<file path="src/rtl/prog_loader_pkg.sv">
// Shared types and widths for the program loader that streams an image into CPU RAM.
package prog_loader_pkg;

  localparam int ADDR_W        = 4;
  localparam int DATA_W        = 8;
  localparam int DEFAULT_DEPTH = 16;

  typedef enum logic [2:0] {
    IDLE,
    WAIT_BYTE,
    SETUP,
    STROBE,
    HOLD,
    WAIT_CSUM,
    DONE,
    ERROR
  } state_t;

endpackage

</file>
<file path="src/rtl/prog_loader.sv">
// Loads DEPTH bytes from a valid/ready stream into CPU RAM with a setup/strobe/hold
// write cycle per word, then verifies a trailing two's-complement checksum byte.
module prog_loader
  import prog_loader_pkg::*;
#(
  parameter int DEPTH         = DEFAULT_DEPTH,
  parameter int STROBE_CYCLES = 1
) (
  input  logic              fastClk,
  input  logic              rst,
  input  logic              start,
  input  logic [DATA_W-1:0] in_data,
  input  logic              in_valid,
  output logic              in_ready,
  output logic              prog_mode,
  output logic [ADDR_W-1:0] addr,
  output logic [DATA_W-1:0] data,
  output logic              wr_strobe,
  output logic              busy,
  output logic              done,
  output logic              err
);

  localparam int                CNT_W     = (STROBE_CYCLES > 1) ? $clog2(STROBE_CYCLES) : 1;
  localparam logic [CNT_W-1:0]  CNT_LAST  = CNT_W'(STROBE_CYCLES - 1);
  localparam logic [ADDR_W-1:0] LAST_ADDR = ADDR_W'(DEPTH - 1);

  state_t              state;
  state_t              state_nxt;
  logic [ADDR_W-1:0]   addr_q;
  logic [DATA_W-1:0]   data_q;
  logic [DATA_W-1:0]   acc_q;
  logic [CNT_W-1:0]    cnt_q;
  logic                xfer;
  logic                csum_ok;

  // Checksum accumulation wraps modulo 2^DATA_W.
  function automatic logic [DATA_W-1:0] csum_add(input logic [DATA_W-1:0] a,
                                                 input logic [DATA_W-1:0] b);
    return a + b;
  endfunction

  assign in_ready  = (state == WAIT_BYTE) || (state == WAIT_CSUM);
  assign prog_mode = (state == WAIT_BYTE) || (state == SETUP) || (state == STROBE) ||
                     (state == HOLD)      || (state == WAIT_CSUM);
  assign busy      = prog_mode;
  assign wr_strobe = (state == STROBE);
  assign done      = (state == DONE);
  assign err       = (state == ERROR);
  assign addr      = addr_q;
  assign data      = data_q;
  assign xfer      = in_valid & in_ready;
  assign csum_ok   = (csum_add(acc_q, in_data) == '0);

  always_ff @(posedge fastClk) begin
    if (rst) begin
      state <= IDLE;
    end else begin
      state <= state_nxt;
    end
  end

  always_comb begin
    state_nxt = state;
    case (state)
      IDLE, DONE, ERROR: begin
        // start wins over any byte offered in the same cycle (in_ready is low here)
        if (start) state_nxt = WAIT_BYTE;
      end
      WAIT_BYTE: begin
        if (xfer) state_nxt = SETUP;
      end
      SETUP: begin
        state_nxt = STROBE;
      end
      STROBE: begin
        if (cnt_q == CNT_LAST) state_nxt = HOLD;
      end
      HOLD: begin
        state_nxt = (addr_q == LAST_ADDR) ? WAIT_CSUM : WAIT_BYTE;
      end
      WAIT_CSUM: begin
        if (xfer) state_nxt = csum_ok ? DONE : ERROR;
      end
      default: begin
        state_nxt = IDLE;
      end
    endcase
  end

  // data_q only carries a byte from SETUP through HOLD, so it reads zero elsewhere.
  always_ff @(posedge fastClk) begin
    if (rst) begin
      addr_q <= '0;
      data_q <= '0;
      acc_q  <= '0;
      cnt_q  <= '0;
    end else begin
      case (state)
        IDLE, DONE, ERROR: begin
          if (start) begin
            addr_q <= '0;
            acc_q  <= '0;
            data_q <= '0;
          end
        end
        WAIT_BYTE: begin
          if (xfer) begin
            data_q <= in_data;
            acc_q  <= csum_add(acc_q, in_data);
          end
        end
        SETUP: begin
          cnt_q <= '0;
        end
        STROBE: begin
          cnt_q <= cnt_q + 1'b1;
        end
        HOLD: begin
          data_q <= '0;
          if (addr_q != LAST_ADDR) addr_q <= addr_q + 1'b1;
        end
        default: begin
          cnt_q <= cnt_q;
        end
      endcase
    end
  end

endmodule

</file>
<file path="config.mk">
export PLATFORM = sky130hd
export DESIGN_NAME = prog_loader
export DESIGN_NICKNAME = d
export VERILOG_FILES = /design/src/rtl/prog_loader_pkg.sv /design/src/rtl/prog_loader.sv
export SDC_FILE = /design/constraint.sdc
export NUM_CORES = 1
export LEC_CHECK = 0
export CAP_MARGIN = 20
export CORE_ASPECT_RATIO = 0.9
export CORE_MARGIN = 4
export CORE_UTILIZATION = 30
export CTS_CLUSTER_DIAMETER = 30
export DETAILED_ROUTE_END_ITERATION = 10
export PLACE_DENSITY = 0.57
export SLEW_MARGIN = 40
export SYNTH_ARGS = -nofsm -noshare
export SYNTH_HDL_FRONTEND = slang
export SYNTH_SLANG_ARGS = --single-unit
</file>
<file path="constraint.sdc">
create_clock -name fastClk -period 5 [get_ports fastClk]
set_input_delay 0.75 -clock fastClk [delete_from_list [all_inputs] [get_ports fastClk]]
set_output_delay 0.75 -clock fastClk [all_outputs]
set_load 0.02 [all_outputs]
</file>
### Yosys cells after proc, flatten, opt, wreduce, memory -nomap -nowiden

Cells that the tools add are included.

* memory bits (writable): 0
* logic and storage cells: 55
* bits in read-only memories: 0
* output and inout bits: 18
* input port bits: 12
* flip-flop bits (word level): 24
* bits in latches: 0
* memories kept: 0

* eq/ne operators: 14
* bitwise gates (word level): 1
* shift operators: 0
* magnitude comparators: 0
* multiply operators: 0
* muxes and demuxes: 16
* $add $sub $neg: 3
* div/mod/pow operators: 0
* reduce and logical (&&, ||, !) cells: 16

Operators by type and width (number)
* 2-to-1 mux 8 bit: 3
* case mux 8 bit (3 select lines): 1
* case mux 3 bit (6 select lines): 1
* case mux 8 bit (2 select lines): 1
* 2-to-1 mux 3 bit: 5
* == test 3 bit, second input constant: 4
* AND reduction 3 bit: 3
* adder 8 bit: 1
* zero test 8 bit: 1
* 2-to-1 mux 4 bit: 2
* inequality test 2 bit, second input constant: 4
* case mux 4 bit (2 select lines): 1
* == test 3 x 2 -> 1 bit, second input constant: 2
* nonzero test 2 bit: 3
* logical OR 1 bit: 5
* adder 4 x 1 -> 4 bit, second input constant: 1
* == test 4 bit, second input constant: 1
* inequality test 4 bit, second input constant: 1
* AND reduction 4 bit: 1
* == test 3 x 1 -> 1 bit, second input constant: 1
* zero test 3 bit: 1
* nonzero test 3 bit: 1
* OR reduction 3 bit: 1
* inequality test 2 x 1 -> 1 bit, second input constant: 1
* other kinds (4): 4

### Longest topological paths before layout

* depth after elaboration: 5
* mapped depth: 7
* mapped depth without buffers: 7

### Least setup slack after synthesis

OpenSTA, ideal clock, no wires.

* kind: input to register
* from: input port in_data[0]
* to: register state[0]
* path buffers: 0
* path slack: 2836 ps
* arrival time: 2033 ps
* required time: 4869 ps
* cell stages on the path: 7
* library setup time: 131 ps
* cell sequence: ha_1 > fa_1 > a21o_1 > a21oi_1 > xnor2_1 > nor4_1 > a31oi_1

* word-level cells in the longest chain between the ends: 5

Ends and longest elaborated chain
* start, declared: line prog_loader.sv:12 `input logic [DATA_W-1:0] in_data,`
* adder 8 bit: line prog_loader.sv:40 `return a + b;`
* zero test 8 bit: line prog_loader.sv:53 `assign csum_ok = (csum_add(acc_q, in_data) == '0);`
* 2-to-1 mux 1 bit: line prog_loader.sv:83 `if (xfer) state_nxt = csum_ok ? DONE : ERROR;`
* 2-to-1 mux 3 bit: line prog_loader.sv:83
* case mux 3 bit (6 select lines): line prog_loader.sv:65 `case (state)`
* end signal, assigned: line prog_loader.sv:59 `state <= state_nxt;`
* end, declared: line prog_loader.sv:28 `state_t state;`

Every way passes these cells. The select of a mux whose other input is x is not followed.
A chain may end at the register's enable or synchronous reset.

### Worst setup path in the final report

* from: register state[1]
* to: output port prog_mode

* word-level cells in the longest chain between the ends: 5
* elaborated cells between the ends (all ways): 9
* those cells by class: eq/ne: 5; reduce/logical: 4

Ends and longest elaborated chain
* == test 3 x 1 -> 1 bit or == test 3 x 2 -> 1 bit (tied branches): line prog_loader.sv:44 `assign prog_mode = (state == WAIT_BYTE) || (state == SETUP) || (state == STROBE) ||`
* logical OR 1 bit (3 in series): line prog_loader.sv:44
* logical OR 1 bit (*): line prog_loader.sv:45 `(state == HOLD) || (state == WAIT_CSUM);`
* end, declared: line prog_loader.sv:15 `output logic prog_mode,`

Every way passes the cells marked *; elsewhere a longest branch is shown, timed or not.

==> summary.txt <==
Run status
  • Outcome: completed

GRT
  • First-pass GRT wire length: between 5000 and 6000 µm
  • Remaining global-route overflow: 0
  • Largest net degree at the start of global routing: 23
  • Antenna violations before repair: 0
  • Vias in the first global route: 1232
  • Total track usage: 12.66%

Detailed routing
  • DRT antenna net count: 0
  • Wirelength per Cell: 13.55 µm
  • Vias per cell: 4.992
  • Final WL: about 3500 µm
  • DRC errors left: 0
  • Iteration-0 DRC Markers: between 70 and 80
  • Drt first pass iters: 4
  • DR vias: ~1300

Power
  • VDD IR max: 0.1494 mV
  • Part of the power in combinational logic: 25.7%
  • P_leak: 0.6827 nW
  • Switch share: between 20 and 30%
  • PD cells: 279.7 mW/mm²
  • Register share of total power: 41.2%
  • Clk pwr share: 33.1%
  • Sw power: 153.1 µW
  • Pint: 367.6 µW

Synth
  • Dominant cells by area after synthesis: dfxtp_1 32%, ha_1 6.8%, nor2_1 6.6%, a22oi_1 4.6%, a21oi_1 4.4%
  • Syn_area_per_cell: 8.363 µm²
  • Post-synth EDFFs: 0
  • Area share of the largest cell type after synthesis: 32.46%
  • Yosys warnings: 0
  • Syn Nets: slightly below 200
  • #FFs+latches synth: 24
  • Dominant synthesized flop cell: dfxtp_1
  • Syn Std Cell Area: roughly 0.0015 mm²
  • Register area share after synthesis: between 30% and 40%
  • Synth area leader: dfxtp_1
  • Gate Count Post-Synth: ~180
  • Synth unique cells: 46
  • Asr flop ratio synth: 0%

STA
  • Final min period: 2.833 ns
  • Slack of the critical path: 2.167 ns
  • # setup viols final: 0
  • Final hold violation count: 0
  • Max-slew violation count: 0
  • Final Skew: 0.007196 ns
  • Worst rel slew slack: 58.64%
  • Hold WS: 0.4557 ns
  • Final period util: 56.67%
  • Unrepaired setup endpoints after global routing: false
  • Max Fclk: 0.3529 GHz
  • Slew @ Worst Pin: 0.6196 ns
  • Setup tns final: 0 ns

Cells and area
  • Commonest non-fill, non-tap cells in the layout: 28 x clkdlybuf4s50_1, 26 x nor2_1, 24 x dfxtp_1
  • Share of layout cells above drive strength 1: 7.500%
  • Ant diodes: 0
  • Layout area overhead: 25.78%
  • Commonest non-fill, non-tap cell in the layout: clkdlybuf4s50_1
  • Fillcell total: between 400 and 500
  • Nets: 222
  • Post-Layout Cell Count: around 260
  • Finished layout cell area: approximately 0.0019 mm²

Placement
  • GPL Wtd Cong: 0.7878
  • Placement Cell Area: between 0.0015 and 0.002 mm²
  • IO buf count: 29
  • DP HPWL: 2615 µm
  • Worst slack at placement: 2.146 ns
  • Dpl cells: 258

Setup path
  • Worst Path Buf+Inv: 1
  • CP Max Fanout: 16
  • Worst path cell trace: nor3_1 -> a21oi_1 -> clkdlybuf4s50_1
  • Slowest-stage cell, CP: dfxtp_1
  • Peak per-stage delay on the critical path: 0.73 ns
  • CP Data Required Time: around 4.3 ns
  • Worst setup path class: flop to primary output
  • WP data arrival: between 2 and 2.5 ns
  • CP Capture Type: primary output
  • Startpoint types: flop
  • CP top delay family: flip-flops

Floorplanning
  • Die Ht: 74.64 µm
  • Die X: approximately 82 µm
  • Core ar.: 0.004604 mm²
  • # rows: 23
  • IO Count: 30
  • Die ar.: 0.006123 mm²
  • Initial Util: between 30% and 40%

Clock tree
  • Clk root buf: clkbuf_8
  • Setup bufs post-CTS: 0
  • Post-cts sizing count: 0
  • Hold buffer count at CTS: 0
  • CTS H-Tree Depth: 1
  • Clock sinks: 24
  • Reg clk slew, reported paths: 0.09 ns
  • Later-pin clock latency in the skew report: roughly 0.27 ns
  • CTS tree: yes
  • Number of buffers created by CTS: 3
  • Max Root-Sink Buffers: 2

Flow run
  • Max-Cap Viols: 0

Hold path
  • Hold Crit Class: flop to flop
-- power by group through the flow --
stage | Sequential [mW] | Combinational, mW | Clock (mW)
after floorplan | 0.215 | 0.0965 | 0
after global placement | 0.219 | 0.133 | 0
after detailed placement | 0.219 | 0.134 | 0
after CTS | 0.215 | 0.135 | 0.179
after global routing | 0.217 | 0.148 | 0.191
final | 0.214 | 0.134 | 0.172
-- kinds of logic (layout without fill, tap and decap cells) --
| group | after synthesis | count (layout) | synth area share, % |
|---|---|---|---|
| buf+inv | 16 | 39 | 5.325 |
| xor+xnor | 5 | 5 | 2.958 |
| fa+ha+maj | 9 | 9 | 8.115 |
| mux | 5 | 5 | 3.550 |
| simple gates | 69 | 69 | 24.94 |
| compound gates | 49 | 49 | 22.65 |
| flops | 24 | 24 | 32.46 |
-- layer usage --
layer  track usage (%)  wire [µm]
met1             17.76       1824
met2             19.19       1495
met3             3.469        206
met4             3.321         23
met5                 0          0
-- cell usage after synthesis, types with 2 or more instances --
cell type	count
nor2b_1	2
clkbuf_1	3
nand3b_1	6
xor2_1	4
inv_1	5
nor2_1	26
buf_4	4
dfxtp_1	24
a22oi_1	9
mux2i_1	3
a21oi_1	13
or3_1	2
nand3_1	6
ha_1	8
and4_4	2
mux2_2	2
o21ai_0	8
buf_2	2
nand4_1	2
a21o_1	3
a211oi_1	4
nand2_1	11
a31oi_1	2
nand2b_1	4
-- registers in the layout, summed over array words and instances (netlist names) --
signal and flops:
acc_q 8, addr 4, cnt_q 1, data 8
state 3
-- metrics by stage --
| step | power (mW) | util [%] |
|---|---|---|
| final | 0.5207 | 40.43 |
| after global routing | 0.5562 | 40.43 |
| after CTS | 0.5291 | 40.43 |
| after detailed placement | 0.3531 | 38.89 |
| after global placement | 0.3523 | 38.91 |
| after floorplan | 0.3111 | - |
-- final cells by class --
class / count / area (µm²) / share of cell area, %
multi-input combinational: 137 / 924.6 / 49.66
sequential: 24 / 480.5 / 25.81
timing repair buffer: 29 / 285.3 / 15.32
tap: 62 / 77.57 / 4.167
clock buffer: 3 / 41.29 / 2.218
clock inverter: 1 / 30.03 / 1.613
inverter: 6 / 22.52 / 1.210
-- final timing paths --
path | start | to | slack (ns) | cells after the start
worst max register to register | state[0] | acc_q[6] | 3.01 | 5
worst max-delay path | state[1] | prog_mode | 2.17 | 3
worst min register to register | data[2] | data[2] | 0.46 | 2
worst min-delay path | data[2] | data[2] | 0.46 | 2
-- tightest hold or removal path, stage by stage, from the launching register on --
cell	delay, ns
dfxtp_1	0.32
nand2_1	0.05
a21oi_1	0.05
(Power assumes the default switching activity.)
